==> config.mk <==
export PLATFORM = sky130hd
export DESIGN_NAME = uart_rx_wb
export DESIGN_NICKNAME = d
export VERILOG_FILES = /design/src/rtl/uart_pkg.sv /design/src/rtl/uart_rx_fifo.sv /design/src/rtl/uart_rx_wb.sv
export SDC_FILE = /design/constraint.sdc
export NUM_CORES = 1
export LEC_CHECK = 0
export ABC_AREA = 1
export CAP_MARGIN = 20
export CORE_ASPECT_RATIO = 1.2
export CORE_MARGIN = 4
export CORE_UTILIZATION = 55
export CTS_CLUSTER_SIZE = 8
export DETAILED_ROUTE_END_ITERATION = 10
export PLACE_DENSITY = 0.81
export RECOVER_POWER = 50
export SLEW_MARGIN = 20
export SYNTH_ARGS = -nofsm -noshare
export SYNTH_HDL_FRONTEND = slang
export SYNTH_SLANG_ARGS = --single-unit
==> constraint.sdc <==
create_clock -name clk -period 5.35 [get_ports clk]
set_clock_uncertainty 0.05 [all_clocks]
set_input_delay 0.535 -clock clk [delete_from_list [all_inputs] [get_ports clk]]
set_output_delay 0.535 -clock clk [all_outputs]
set_load 0.02 [all_outputs]
==> src/rtl/uart_pkg.sv <==
// uart_pkg - shared definitions for the Wishbone UART receiver.
// Register offsets, STATUS bit positions, receiver FSM states, data width.
// Optional build macro: UART_RX_PARITY_EN (adds the PARITY state for 8E1).
package uart_pkg;

  localparam int DATA_W = 8;

  // Register select values, taken from wb_adr[3:2]
  localparam logic [1:0] REG_RXDATA = 2'd0;
  localparam logic [1:0] REG_STATUS = 2'd1;
  localparam logic [1:0] REG_CTRL   = 2'd2;
  localparam logic [1:0] REG_RSVD   = 2'd3;

  // STATUS / CTRL bit positions
  localparam int STAT_NOT_EMPTY  = 0;
  localparam int STAT_FULL       = 1;
  localparam int STAT_OVERRUN    = 2;
  localparam int STAT_FRAME_ERR  = 3;
  localparam int STAT_PARITY_ERR = 4;
  localparam int STAT_COUNT_LSB  = 8;

  // state    | meaning
  // S_IDLE   | line idle, waiting for a synchronized falling edge
  // S_START  | half-bit wait, then confirm the start bit is still low
  // S_DATA   | eight data samples, LSB first, one bit period apart
  // S_PARITY | even-parity sample (parity builds only)
  // S_STOP   | stop-bit sample, decides push / frame error
  typedef enum logic [2:0] {
    S_IDLE,
    S_START,
    S_DATA,
`ifdef UART_RX_PARITY_EN
    S_PARITY,
`endif
    S_STOP
  } rx_state_t;

  function automatic logic even_parity(input logic [DATA_W-1:0] d);
    return ^d;
  endfunction

endpackage

==> src/rtl/uart_rx_fifo.sv <==
// uart_rx_fifo - receive FIFO, power-of-two depth, pointers wrap naturally.
// A push while full is accepted only when a pop happens in the same cycle.
module uart_rx_fifo
  import uart_pkg::*;
#(
  parameter int DEPTH = 16,
  parameter int WIDTH = DATA_W
) (
  input  logic                     i_clk,
  input  logic                     i_rst,
  input  logic                     i_push,
  input  logic                     i_pop,
  input  logic [WIDTH-1:0]         i_data,
  output logic [WIDTH-1:0]         o_data,
  output logic                     o_full,
  output logic                     o_empty,
  output logic [$clog2(DEPTH):0]   o_count
);

  localparam int AW = $clog2(DEPTH);

  logic [WIDTH-1:0] r_mem [DEPTH];
  logic [AW-1:0]    r_wr_ptr;
  logic [AW-1:0]    r_rd_ptr;
  logic [AW:0]      r_count;
  logic             w_do_push;
  logic             w_do_pop;

  assign o_full    = (r_count == (AW+1)'(DEPTH));
  assign o_empty   = (r_count == '0);
  assign o_count   = r_count;
  assign o_data    = r_mem[r_rd_ptr];
  assign w_do_push = i_push & (~o_full | i_pop);
  assign w_do_pop  = i_pop & ~o_empty;

  // Pointer and occupancy bookkeeping
  always_ff @(posedge i_clk or posedge i_rst) begin
    if (i_rst) begin
      r_wr_ptr <= '0;
      r_rd_ptr <= '0;
      r_count  <= '0;
    end else begin
      if (w_do_push) r_wr_ptr <= r_wr_ptr + 1'b1;
      if (w_do_pop)  r_rd_ptr <= r_rd_ptr + 1'b1;
      case ({w_do_push, w_do_pop})
        2'b10:   r_count <= r_count + 1'b1;
        2'b01:   r_count <= r_count - 1'b1;
        default: r_count <= r_count;
      endcase
    end
  end

  // Storage array; contents need no reset since occupancy is tracked separately
  always_ff @(posedge i_clk) begin
    if (w_do_push) r_mem[r_wr_ptr] <= i_data;
  end

endmodule

==> src/rtl/uart_rx_wb.sv <==
// uart_rx_wb - UART receiver (8N1, or 8E1 when UART_RX_PARITY_EN is defined)
// with a receive FIFO and a Wishbone register interface.
// Start bit is confirmed DIV/2 cycles after the synchronized falling edge;
// later samples follow at DIV-cycle intervals. Frame results (push / errors)
// are registered one cycle after the stop-bit sample.
module uart_rx_wb
  import uart_pkg::*;
#(
  parameter int CLK_FREQ   = 25000000,
  parameter int BAUD       = 115200,
  parameter int FIFO_DEPTH = 16
) (
  input  logic        clk,
  input  logic        rst,
  input  logic        wb_cyc,
  input  logic        wb_stb,
  input  logic        wb_we,
  input  logic [31:0] wb_adr,
  input  logic [31:0] wb_dat_i,
  output logic [31:0] wb_dat_o,
  output logic        wb_ack,
  input  logic        uart_rx,
  output logic        irq
);

  localparam int DIV   = CLK_FREQ / BAUD;
  localparam int HALF  = DIV / 2;
  localparam int CNT_W = $clog2(DIV);
  localparam int CW    = $clog2(FIFO_DEPTH) + 1;
  // Start wait is loaded two short: one cycle is spent entering S_START,
  // one in the terminal-count compare, so the sample lands DIV/2 after the edge.
  localparam logic [CNT_W-1:0] HALF_LOAD = CNT_W'(HALF - 2);
  localparam logic [CNT_W-1:0] DIV_LOAD  = CNT_W'(DIV - 1);

  logic              r_sync1, r_sync2, r_sync_d;
  logic              w_fall;
  rx_state_t         r_state;
  logic [CNT_W-1:0]  r_baud_cnt;
  logic [2:0]        r_bit_cnt;
  logic [DATA_W-1:0] r_shift;
  logic              r_push;
  logic              r_frame_evt;
  logic              r_overrun, r_frame_err;
  logic              w_parity_err;
  logic              w_full, w_empty, w_pop, w_overrun_evt;
  logic [DATA_W-1:0] w_fifo_data;
  logic [CW-1:0]     w_count;
  logic              w_req, w_rd, w_wr;
  logic [1:0]        w_sel;
  logic [2:0]        w_clr;
  logic [31:0]       w_status;
  logic              r_ack, r_pop_pend;
  logic [31:0]       r_dat_o;
  logic              w_unused;

`ifdef UART_RX_PARITY_EN
  logic r_par_bad;
  logic r_parity_evt;
  logic r_parity_err;
`endif

  assign w_unused = ^{wb_adr[31:4], wb_adr[1:0], wb_dat_i[31:5], wb_dat_i[1:0]};

  // Two-flop synchronizer plus one delay stage for edge detection
  always_ff @(posedge clk or posedge rst) begin
    if (rst) begin
      r_sync1  <= 1'b1;
      r_sync2  <= 1'b1;
      r_sync_d <= 1'b1;
    end else begin
      r_sync1  <= uart_rx;
      r_sync2  <= r_sync1;
      r_sync_d <= r_sync2;
    end
  end

  assign w_fall = r_sync_d & ~r_sync2;

  // Receive FSM: down-counter timing, shift register, registered frame results
  always_ff @(posedge clk or posedge rst) begin
    if (rst) begin
      r_state     <= S_IDLE;
      r_baud_cnt  <= '0;
      r_bit_cnt   <= '0;
      r_shift     <= '0;
      r_push      <= 1'b0;
      r_frame_evt <= 1'b0;
`ifdef UART_RX_PARITY_EN
      r_par_bad    <= 1'b0;
      r_parity_evt <= 1'b0;
`endif
    end else begin
      r_push      <= 1'b0;
      r_frame_evt <= 1'b0;
`ifdef UART_RX_PARITY_EN
      r_parity_evt <= 1'b0;
`endif
      case (r_state)
        S_IDLE: begin
          if (w_fall) begin
            r_state    <= S_START;
            r_baud_cnt <= HALF_LOAD;
          end
        end
        S_START: begin
          if (r_baud_cnt != '0) begin
            r_baud_cnt <= r_baud_cnt - 1'b1;
          end else if (!r_sync2) begin
            r_state    <= S_DATA;
            r_baud_cnt <= DIV_LOAD;
            r_bit_cnt  <= 3'd7;
          end else begin
            r_state <= S_IDLE;
          end
        end
        S_DATA: begin
          if (r_baud_cnt != '0) begin
            r_baud_cnt <= r_baud_cnt - 1'b1;
          end else begin
            r_shift    <= {r_sync2, r_shift[DATA_W-1:1]};
            r_baud_cnt <= DIV_LOAD;
            if (r_bit_cnt == 3'd0) begin
`ifdef UART_RX_PARITY_EN
              r_state <= S_PARITY;
`else
              r_state <= S_STOP;
`endif
            end else begin
              r_bit_cnt <= r_bit_cnt - 1'b1;
            end
          end
        end
`ifdef UART_RX_PARITY_EN
        S_PARITY: begin
          if (r_baud_cnt != '0) begin
            r_baud_cnt <= r_baud_cnt - 1'b1;
          end else begin
            r_par_bad    <= (r_sync2 != even_parity(r_shift));
            r_parity_evt <= (r_sync2 != even_parity(r_shift));
            r_baud_cnt   <= DIV_LOAD;
            r_state      <= S_STOP;
          end
        end
`endif
        S_STOP: begin
          if (r_baud_cnt != '0) begin
            r_baud_cnt <= r_baud_cnt - 1'b1;
          end else begin
            r_state <= S_IDLE;
            if (r_sync2) begin
`ifdef UART_RX_PARITY_EN
              r_push <= ~r_par_bad;
`else
              r_push <= 1'b1;
`endif
            end else begin
              r_frame_evt <= 1'b1;
            end
          end
        end
        default: r_state <= S_IDLE;
      endcase
    end
  end

  uart_rx_fifo #(.DEPTH(FIFO_DEPTH), .WIDTH(DATA_W)) u_fifo (
    .i_clk   (clk),
    .i_rst   (rst),
    .i_push  (r_push),
    .i_pop   (w_pop),
    .i_data  (r_shift),
    .o_data  (w_fifo_data),
    .o_full  (w_full),
    .o_empty (w_empty),
    .o_count (w_count)
  );

  // A full FIFO only overflows when no pop frees a slot in the same cycle
  assign w_overrun_evt = r_push & w_full & ~w_pop;

  assign w_req = wb_cyc & wb_stb & ~r_ack;
  assign w_rd  = w_req & ~wb_we;
  assign w_wr  = w_req & wb_we;
  assign w_sel = wb_adr[3:2];
  assign w_clr = (w_wr && (w_sel == REG_CTRL)) ? wb_dat_i[4:2] : 3'b000;
  // Pop only reads that saw a non-empty FIFO when the data was latched
  assign w_pop = r_ack & r_pop_pend;

  // Sticky flags; a new event wins over a simultaneous clear
  always_ff @(posedge clk or posedge rst) begin
    if (rst) begin
      r_overrun   <= 1'b0;
      r_frame_err <= 1'b0;
    end else begin
      r_overrun   <= (r_overrun & ~w_clr[0]) | w_overrun_evt;
      r_frame_err <= (r_frame_err & ~w_clr[1]) | r_frame_evt;
    end
  end

`ifdef UART_RX_PARITY_EN
  // Sticky parity error flag
  always_ff @(posedge clk or posedge rst) begin
    if (rst) r_parity_err <= 1'b0;
    else     r_parity_err <= (r_parity_err & ~w_clr[2]) | r_parity_evt;
  end
  assign w_parity_err = r_parity_err;
`else
  assign w_parity_err = 1'b0;
`endif

  // STATUS word assembly
  always_comb begin
    w_status = '0;
    w_status[STAT_NOT_EMPTY]  = ~w_empty;
    w_status[STAT_FULL]       = w_full;
    w_status[STAT_OVERRUN]    = r_overrun;
    w_status[STAT_FRAME_ERR]  = r_frame_err;
    w_status[STAT_PARITY_ERR] = w_parity_err;
    w_status[STAT_COUNT_LSB +: 8] = 8'(w_count);
  end

  // Wishbone ack and registered read data, valid in the ack cycle only
  always_ff @(posedge clk or posedge rst) begin
    if (rst) begin
      r_ack      <= 1'b0;
      r_dat_o    <= '0;
      r_pop_pend <= 1'b0;
    end else begin
      r_ack      <= w_req;
      r_dat_o    <= '0;
      r_pop_pend <= 1'b0;
      if (w_rd) begin
        case (w_sel)
          REG_RXDATA: begin
            if (!w_empty) begin
              r_dat_o    <= {{(32-DATA_W){1'b0}}, w_fifo_data};
              r_pop_pend <= 1'b1;
            end
          end
          REG_STATUS: r_dat_o <= w_status;
          default:    r_dat_o <= '0;
        endcase
      end
    end
  end

  assign wb_ack   = r_ack;
  assign wb_dat_o = r_dat_o;
  assign irq      = ~w_empty;

endmodule

==> flow_summary.ini, run 1 <==
[timing]
rsz0062_at_grt = false
final_hold_viol_count = 0
fin_crit_sh_pct = 49.80
slew_violations = 0
timing.fmax_mhz = 375.3
setup_viol = 0
final.setup.worst_slack_ns = 2.686
timing.hold.ws_ns = 0.3140
setup_tns_ns = 0
min_period_ns = 2.664
slew_headroom_pct = 42.23
worstMarginPinSlew_ns = 0.8656

[logic_synthesis]
syn_area_um2 = 8160
synth.avg_cell_area_um2 = 10.58
yosysWarnings = 0
synth_top_area_cell = edfxtp_1
synth_edf_count = 128
synthTopCellsByCount = nand2_1 (138), edfxtp_1 (128), nor2_1 (93), inv_1 (88), nand3_1 (56)
synth-seq-cells = 184
ys_top_cells_by_area = edfxtp_1 (47%), dfrtp_1 (16%), nand2_1 (6.3%)
synthFlopType = edfxtp_1
netlist.area_leader.share_pct = 47.10
synth.most_common_cell = nand2_1
syn_inst = 771
yosysUniqueCellTypes = 37
ys_seq_area_share_pct = 64.32
synthArstFlopShare_pct = 30.43

[die]
die_h_um = 141.4
fp.dieW_um = 119.2
start_util_pct = 56.38
core_area_um2 = 14470
dieArea_um2 = 16860
ioPinCount = 104
row_count = 48

[final_layout]
n_antenna_cell = 0
layout.nets = 880
drive_gt1_share_pct = 7.072
area_growth_syn_to_layout_pct = 10.79
n_fill_cell = 1046

[clock_network]
cts_resized = 0
post_cts_buffers = 0
clock_latency_ns = 0.42
h-tree-depth = 4
cts_hold_buffers = 0
cts.clk_slew.worst_paths_ns = 0.07
clockBufferDepth = 2
cts_sinks = 184
cts_root_buffer = clkbuf_16
numCtsBuffers = 17
cts_tree = yes

[worst_setup_path]
r2r-end = u_fifo.o_count[4]
worst-setup-path-type = flop to flop
crit_buf_inv = 4
path_cells = inv_1 -> nand4_1 -> nor2_1 -> inv_1 -> nand2_1 -> inv_1 -> ha_1 -> xor2_1 -> ha_1 -> inv_1 -> nand2_1 -> and3_1 -> o21bai_1 -> nand2_1 -> nand2_1 -> nand2_1
slowest_stage = dfrtp_1
crit_path_end_kind = flop
critPathArrivalTime_ns = 2.93
reg2reg_slack_ns = 2.69
timing.rr.start = u_fifo.o_count[0]
critPathTopFamily = simple AND/OR/NAND/NOR gates
worstPathMaxFanout = 5
slowest_delay_ns = 0.43
start_kind = flop
worstRegToRegCells = 16
crit_top_cell = nand2_1
required_ns = 5.61

[power_and_ir_drop]
pwr_density_cell_nw_per_um2 = 353.5
internal-power_w = 0.002398
static-leakage-power_nw = 3.794
switchingPower_w = 0.0007988
p_comb_share_pct = 10.7
p_sw_share_pct = 24.99
seq_power_share_pct = 51.0
ir_drop_uv = 343.1
clkPwrFrac_pct = 38.3

[detailed_routing]
ant_nets = 0
drt_pass1_iterations = 5
drt_wl_total_mm = 16.12
drc = 0
vias_per_cell = 5.236
dr.first_iter.drc_count = 428
wire_per_inst_um = 16.02
num_vias = 5267

[placement]
gp_congestion = 0.8868
hpwl_mm = 10.18
port_buffers = 24
pre_cts_slack_ns = 2.730

[min_path]
min_from = r_sync1
hp-class = flop to flop
whs_endpoint = r_sync2
hold_depth = 0

[global_routing]
grt_pass1_vias = 5113
overflow = 0
grt_pass1_wl_mm = 25.74
antenna_found_initial = 0
grt_max_degree = 68
track_usage_pct = 19.56

[job]
max_cap_violations = 0

[status]
status = finished clean
==> metrics by stage <==
step	cells	util, %	cell area [µm²]	total power (W)
detailed placement	974	58.40	8453	0.001997
CTS	1006	62.47	9042	0.003209
global route	1006	62.47	9041	0.003338
global placement	974	58.40	8453	0.001983
finish	1006	62.47	9041	0.003196
floorplan	789	-	8228	0.001917
==> registers in the layout, indices dropped and copies added (netlist names) <==
name             count
u_fifo.r_mem       128
wb_dat_o            13
r_baud_cnt           8
r_shift              8
u_fifo.o_count       5
u_fifo.r_rd_ptr      4
u_fifo.r_wr_ptr      4
r_bit_cnt            3
r_state              2
r_frame_err          1
r_frame_evt          1
r_overrun            1
r_pop_pend           1
r_push               1
r_sync1              1
r_sync2              1
r_sync_d             1
wb_ack               1
==> routing by layer <==
layer / up-vias / share of wire [%] / GRT usage [%]
met3: 28 / 6.0 / 2.990
met4: 0 / 2.6 / 7.322
met2: 196 / 53 / 35.49
li1: 2571 / - / -
met5: - / 0 / 0
met1: 2472 / 39 / 23.57
==> worst register-to-register path: stages (launching register included) <==
cell,delay (ns)
dfrtp_1,0.43
inv_1,0.10
nand4_1,0.13
nor2_1,0.16
inv_1,0.09
nand2_1,0.16
inv_1,0.15
ha_1,0.31
xor2_1,0.18
ha_1,0.19
inv_1,0.05
nand2_1,0.08
and3_1,0.20
o21bai_1,0.11
nand2_1,0.06
nand2_1,0.05
nand2_1,0.04
==> worst max path at each step <==
| stage | startpoint | end | cells after the start |
|---|---|---|---|
| 2_1_floorplan | u_fifo.o_count[0] | u_fifo.o_count[4] | 16 |
| 3_3_place_gp | u_fifo.o_count[0] | u_fifo.o_count[4] | 16 |
| 3_5_place_dp | u_fifo.o_count[0] | u_fifo.o_count[4] | 16 |
| 4_1_cts | u_fifo.o_count[0] | u_fifo.o_count[4] | 16 |
| 5_1_grt | u_fifo.o_count[0] | u_fifo.o_count[4] | 16 |
| 6_report | u_fifo.o_count[0] | u_fifo.o_count[4] | 16 |
==> layout by cell type, fill, tap and decap left out, types with 3 or more instances in the layout <==
master / count
dfrtp_1: 52
ha_1: 17
o21ai_0: 54
inv_6: 4
xor2_1: 10
o21ai_1: 10
nand2_1: 139
dlygate4sd3_1: 3
mux2_4: 4
o211ai_1: 10
clkbuf_16: 19
clkinv_2: 4
buf_4: 4
nand3_1: 56
clkdlybuf4s50_1: 21
nor2_1: 93
inv_2: 5
o22ai_1: 10
nand2_2: 4
edfxtp_1: 128
a21oi_1: 13
inv_1: 87
nand4_1: 4
conb_1: 19
nor3_1: 7
clkinv_1: 3
==> power groups by stage <==
stage,Clock (W),Combinational (W),Sequential [W]
finish,0.00122,0.000342,0.00163
global route,0.00130,0.000397,0.00164
CTS,0.00124,0.000343,0.00163
detailed placement,0,0.000338,0.00166
global placement,0,0.000328,0.00165
floorplan,0,0.000276,0.00164
==> area by class of cell <==
| type | count | area, µm² | share of cell area [%] |
|---|---|---|---|
| clock buffers | 20 | 479.2 | 5.300 |
| clock inverters | 12 | 110.1 | 1.218 |
| inverters | 96 | 361.6 | 3.999 |
| multi-input cells | 466 | 2320 | 25.66 |
| flip-flops and latches | 184 | 5250 | 58.07 |
| well taps | 200 | 250.2 | 2.768 |
| repair buffers | 28 | 270.3 | 2.989 |
==> cells by family after synthesis <==
logic type                 Yosys count  synth area share [%]
DFF                                184                 64.32
buffers and inverters              139                 8.050
muxes                                5                0.8740
adders and majority gates           17                 2.607
other                                1               0.04595
AOI/OAI and AO/OA                  105                 7.130
xor gates and xnor gates            12                 1.288
and+or+nand+nor                    308                 15.69
Note: power is estimated with default switching activity, not from simulation.
==> run 2, diff against run 1 <==
==> constraint.sdc (replaced) <==
create_clock -name clk -period 2.5 [get_ports clk]
set_clock_uncertainty 0.05 [all_clocks]
set_input_delay 0.25 -clock clk [delete_from_list [all_inputs] [get_ports clk]]
set_output_delay 0.25 -clock clk [all_outputs]
set_load 0.02 [all_outputs]
==> run 2 against run 1 <==
Effect of this change:
- sequential share of layout area decreased by 1.4 points
- combinational power increased by 120%
- setup slack got worse by 2.5 ns
- routed wire length increased by 1.7%
- clock power increased by 120%
- design area increased by 2.4%
- via count increased by 1.8%
- largest power group unchanged
- highest routed layer unchanged
- non-clock buffer count increased by 25
- die area unchanged
- register-to-register slack got worse by 2.5 ns
==> flow_summary.ini, run 2 (synthesized netlist as in run 1, its figures left out) <==
[placement]
dpl.cell_count = 993
port_buffers = 24
gp_congestion = 0.8831
hpwl_mm = 10.40

[timing]
timing.fmax_mhz = 430.8
fin_crit_sh_pct = 92.86
slew_violations = 0
worstMarginPinSlew_ns = 1.400
min_period_ns = 2.321
slew_headroom_pct = 6.669
final_hold_viol_count = 0
setup_viol = 0
timing.hold.ws_ns = 0.3192

[worst_setup_path]
start_kind = flop
required_ns = 2.77
worst-setup-path-type = flop to flop
worstPathMaxFanout = 3
critPathArrivalTime_ns = 2.60
crit_path_end_kind = flop

[detailed_routing]
vias_per_cell = 5.203
dr.first_iter.drc_count = 286
drt_pass1_iterations = 5
ant_nets = 0
num_vias = 5364
drt_wl_total_mm = 16.38
wire_per_inst_um = 15.89
drc = 0

[clock_network]
cts_hold_buffers = 0
cts.clk_slew.worst_paths_ns = 0.07
cts_tree = yes
numCtsBuffers = 17
cts_root_buffer = clkbuf_16
clock_latency_ns = 0.43
clockBufferDepth = 2
cts_sinks = 184
h-tree-depth = 4

[global_routing]
grt_max_degree = 57
overflow = 0
grt_pass1_wl_mm = 26.21
grt_pass1_vias = 5278
antenna_found_initial = 0
track_usage_pct = 19.92

[power_and_ir_drop]
static-leakage-power_nw = 3.939
ir_drop_uv = 606.9
pwr_density_cell_nw_per_um2 = 748.4

[final_layout]
final_common_cell = nand2_1
n_fill_cell = 1059
n_antenna_cell = 0
area_growth_syn_to_layout_pct = 13.43
drive_gt1_share_pct = 10.59
finalNonFillerCells = 1031
largest_reg_flops = 128
top_register = u_fifo.r_mem
final_cell_mix = nand2_1 (137), edfxtp_1 (128), nor2_1 (92), inv_1 (86), nand3_1 (56)
fin_util_pct = 63.95
layout.nets = 905

[die]
start_util_pct = 56.38
fp.dieW_um = 119.2
core_area_um2 = 14470
ioPinCount = 104
row_count = 48
dieArea_um2 = 16860
die_h_um = 141.4

[min_path]
hp-class = input port to flop

[job]
max_cap_violations = 0

[status]
status = finished clean
-- run 2: cell count changes in the layout (fill, tap and decap cells not counted), sizes merged --
cell and delta:
dlygate4sd3 -1, buf +23, clkdlybuf4s50 +1, clkinv -2, clkinvlp -2, inv +6
-- run 2: final cells by class --
cell class / count / area, µm² / share of cell area, %
Sequential cell: 184 / 5250 / 56.72
Clock buffer: 18 / 450.4 / 4.866
Multi-Input combinational cell: 466 / 2330 / 25.17
Clock inverter: 14 / 147.6 / 1.595
Inverter: 96 / 360.3 / 3.893
Tap cell: 200 / 250.2 / 2.703
Timing Repair Buffer: 53 / 467.9 / 5.055
-- run 2: path summary, 6_finish.rpt --
check | start | to | slack, ns | cells after the start
worst max-delay path | u_fifo.o_count[0] | u_fifo.o_count[4] | 0.18 | 16
worst min-delay path | uart_rx | r_sync1 | 0.32 | 1
worst max register to register | u_fifo.o_count[0] | u_fifo.o_count[4] | 0.18 | 16
worst min register to register | r_sync1 | r_sync2 | 0.32 | 0
max in group asynchronous | rst | u_fifo.r_rd_ptr[0] | 0.79 | 3
min in group asynchronous | rst | u_fifo.o_count[0] | 0.68 | 3
-- run 2: per-stage QoR --
step	setup TNS, ns	area, µm²	worst slack [ns]	total power (W)
finish	0	9256	0.1785	0.006927
global route	-0.04463	9256	-0.04463	0.007211
CTS	0	9206	0.1132	0.006933
detailed placement	0	8608	0.1371	0.004279
global placement	0	8608	0.1605	0.004246
floorplan	0	8228	0.1624	0.004102
-- run 2: report_power, final --
group          switching, W  internal [W]  leakage (nW)
registers          0.000117       0.00337          1.95
clock network       0.00119       0.00148         0.298
logic              0.000502      0.000266          1.69
-- run 2: per-layer routing --
| metal | vias to the layer above | GRT usage (%) | wire (µm) |
|---|---|---|---|
| met2 | 175 | 35.72 | 8594 |
| met5 | - | 0 | 0 |
| met4 | 0 | 7.077 | 325 |
| met1 | 2537 | 24.48 | 6576 |
| met3 | 25 | 3.150 | 886 |
| li1 | 2627 | - | - |
-- run 2: timing repair --
action | CTS | global route
gates resized for setup | 0 | 4
endpoints found under the setup margin | 0 | 2
setup buffers | 0 | 6
-- run 2: worst max-delay path, cell delays in order (launching register included) --
cell and delay (ns):
dfrtp_1 0.40, inv_1 0.08, nand4_1 0.15, nor2_2 0.16, inv_1 0.09, nand2_2 0.07
inv_1 0.05, ha_2 0.20, xor2_1 0.16, ha_1 0.20, inv_1 0.05, nand2_1 0.07
and3_1 0.20, o21bai_1 0.12, nand2_1 0.06, nand2_1 0.05, nand2_1 0.05
==> run 3, diff against run 2 <==
--- a/config.mk
+++ b/config.mk
@@ -5,16 +5,16 @@
 export SDC_FILE = /design/constraint.sdc
 export NUM_CORES = 1
 export LEC_CHECK = 0
-export ABC_AREA = 1
 export CAP_MARGIN = 20
 export CORE_ASPECT_RATIO = 1.2
 export CORE_MARGIN = 4
 export CORE_UTILIZATION = 55
 export CTS_CLUSTER_SIZE = 8
 export DETAILED_ROUTE_END_ITERATION = 10
-export PLACE_DENSITY = 0.81
+export PLACE_DENSITY = 0.82
 export RECOVER_POWER = 50
 export SLEW_MARGIN = 20
 export SYNTH_ARGS = -nofsm -noshare
 export SYNTH_HDL_FRONTEND = slang
 export SYNTH_SLANG_ARGS = --single-unit
+export TNS_END_PERCENT = 100
==> run 3 against run 2 <==
Effect of this change:
- clock-buffer cell count did not move
- global-route usage rose by 0.083 points
- fmax fell by 5.3%
- combinational power rose by 64%
- first-iteration DRC count rose by 55%
- setup slack got worse by 0.13 ns
- largest power group unchanged
- design area fell by 2.9%
- largest cell class unchanged
- area after synthesis fell by 3.1%
- clock power fell by 6%
==> flow_summary.ini, run 3 <==
[status]
status = finished clean

[die]
row_count = 47
start_util_pct = 56.75
die_h_um = 139.4
core_area_um2 = 13940
fp.dieW_um = 117.5
ioPinCount = 104
dieArea_um2 = 16370

[global_routing]
grt_pass1_vias = 4561
track_usage_pct = 20.01
antenna_found_initial = 0
overflow = 0
grt_pass1_wl_mm = 24.85
grt_max_degree = 33

[timing]
timing.fmax_mhz = 408.0
fin_crit_sh_pct = 98.04
setup_viol = 0
worstMarginPinSlew_ns = 0.9584
timing.hold.ws_ns = 0.3109
setup_tns_ns = 0
final_hold_viol_count = 0
rsz0062_at_grt = true
slew_violations = 0
min_period_ns = 2.451
slew_headroom_pct = 36.04

[logic_synthesis]
netlist.area_leader.share_pct = 48.60
synthTopCellsByCount = edfxtp_1 (128), dfrtp_1 (53), inv_1 (26), mux4_2 (26), buf_4 (19)
synth.most_common_cell = edfxtp_1
synth_edf_count = 128
ys_seq_area_share_pct = 66.37
ys_top_cells_by_area = edfxtp_1 (49%), dfrtp_1 (17%), mux4_2 (7.4%)
synthArstFlopShare_pct = 30.43
yosysWarnings = 0
synth-seq-cells = 184
yosysUniqueCellTypes = 59
synthFlopType = edfxtp_1
synth_top_area_cell = edfxtp_1
synth.avg_cell_area_um2 = 16.11
syn_area_um2 = 7909
syn_inst = 491

[worst_setup_path]
cp.depth = 6
critPathArrivalTime_ns = 2.47
worst-setup-path-type = flop to flop
crit_path_end_kind = flop
crit_top_cell = buf_4
path_cells = nor4_4 -> buf_4 -> a31oi_4 -> buf_4 -> nor3b_1 -> and2_1
required_ns = 2.52
worstPathMaxFanout = 9
slowest_delay_ns = 0.53
start_kind = flop
worstRegToRegCells = 6
critPathTopFamily = simple AND/OR/NAND/NOR gates
crit_buf_inv = 2
slowest_stage = and2_1

[clock_network]
clockBufferDepth = 2
cts_sinks = 184
h-tree-depth = 4
cts.clk_slew.worst_paths_ns = 0.07
numCtsBuffers = 17
cts_root_buffer = clkbuf_16
cts_tree = yes
clock_latency_ns = 0.43

[min_path]
hp-class = input port to flop
hold_depth = 1

[placement]
port_buffers = 24
placed_area_um2 = 8408
hpwl_mm = 10.19
gp_congestion = 0.7870
dpl.cell_count = 686

[final_layout]
n_antenna_cell = 0
drive_gt1_share_pct = 19.67
final_common_cell = edfxtp_1
top_register = u_fifo.r_mem
area_growth_syn_to_layout_pct = 13.61
fin_area_um2 = 8985
finalNonFillerCells = 720
n_fill_cell = 904
layout.nets = 623
final_cell_mix = edfxtp_1 (128), dfrtp_1 (53), mux4_2 (26), inv_1 (25), clkdlybuf4s50_1 (22)
multi_input_area_um2 = 2440
regArea_um2 = 5249
largest_reg_flops = 128

[detailed_routing]
vias_per_cell = 6.074
dr.first_iter.drc_count = 444
drt_wl_total_mm = 15.91
num_vias = 4373
drt_pass1_iterations = 7
wire_per_inst_um = 22.10
ant_nets = 0
drc = 0

[power_and_ir_drop]
static-leakage-power_nw = 3.394
pwr_density_cell_nw_per_um2 = 818.9
ir_drop_uv = 754.5

[job]
max_cap_violations = 0
==> run 3: area by class of cell <==
class	count	share of cell area, %
multi-input combinational	259	27.15
inverter	26	1.086
sequential	184	58.42
clock inverter	14	1.434
timing repair buffer	48	4.749
clock buffer	18	4.776
tap	171	2.381
==> run 3: final timing paths <==
check / start / to / slack, ns
max in group asynchronous: rst / r_shift[4] / 0.62
min reg2reg: r_sync1 / r_sync2 / 0.31
min in group asynchronous: rst / r_overrun / 0.42
min: uart_rx / r_sync1 / 0.31
max reg2reg: u_fifo.o_count[0] / u_fifo.r_mem[2][0] / 0.05
max: u_fifo.o_count[0] / u_fifo.r_mem[2][0] / 0.05
==> run 3: timing repair <==
item	in CTS	in global routing
resized for setup	1	5
buffers inserted	0	2
pin swaps	0	3
setup endpoints to repair	1	10
hold buffers	0	0
==> run 3: worst register-to-register path, delay by kind of cell (launching register included) <==
kind            cells  cell delay [ns]
buf+inv             2             0.37
flops               1             0.40
compound gates      1             0.22
simple gates        3             1.04
==> run 3: logic make-up (layout without fill, tap and decap cells) <==
logic type / Yosys count / count (layout) / share of synthesized area, %
AO/OA/AOI/OAI: 64 / 64 / 5.806
XOR/XNOR: 10 / 10 / 1.107
adder cells (fa/ha/maj): 17 / 17 / 2.689
buffers and inverters: 66 / 106 / 4.382
flip-flops: 184 / 184 / 66.37
multiplexers: 49 / 49 / 12.37
other: 1 / 19 / 0.04742
AND/OR/NAND/NOR: 100 / 100 / 7.230
==> run 3: stage by stage <==
stage | utilization [%] | setup slack [ns] | total power [W]
floorplan | - | 0.02494 | 0.004514
global placement | 60.33 | 0.1735 | 0.004771
detailed placement | 60.33 | 0.1025 | 0.004860
CTS | 64.39 | 0.01372 | 0.007355
global route | 64.47 | -0.05594 | 0.007671
finish | 64.47 | 0.04895 | 0.007358
==> run 3: layer usage <==
layer	global-route usage (%)	part of all wire, %	vias up
li1	-	-	1934
met4	6.914	1.9	0
met1	23.39	38	2253
met5	0	0	-
met3	3.937	4.3	28
met2	36.91	56	158
==> run 3: power breakdown <==
group          total, W  switching [W]  internal (W)
sequential      0.00359       0.000175       0.00341
combinational   0.00126       0.000704      0.000559
clock           0.00251        0.00113       0.00137
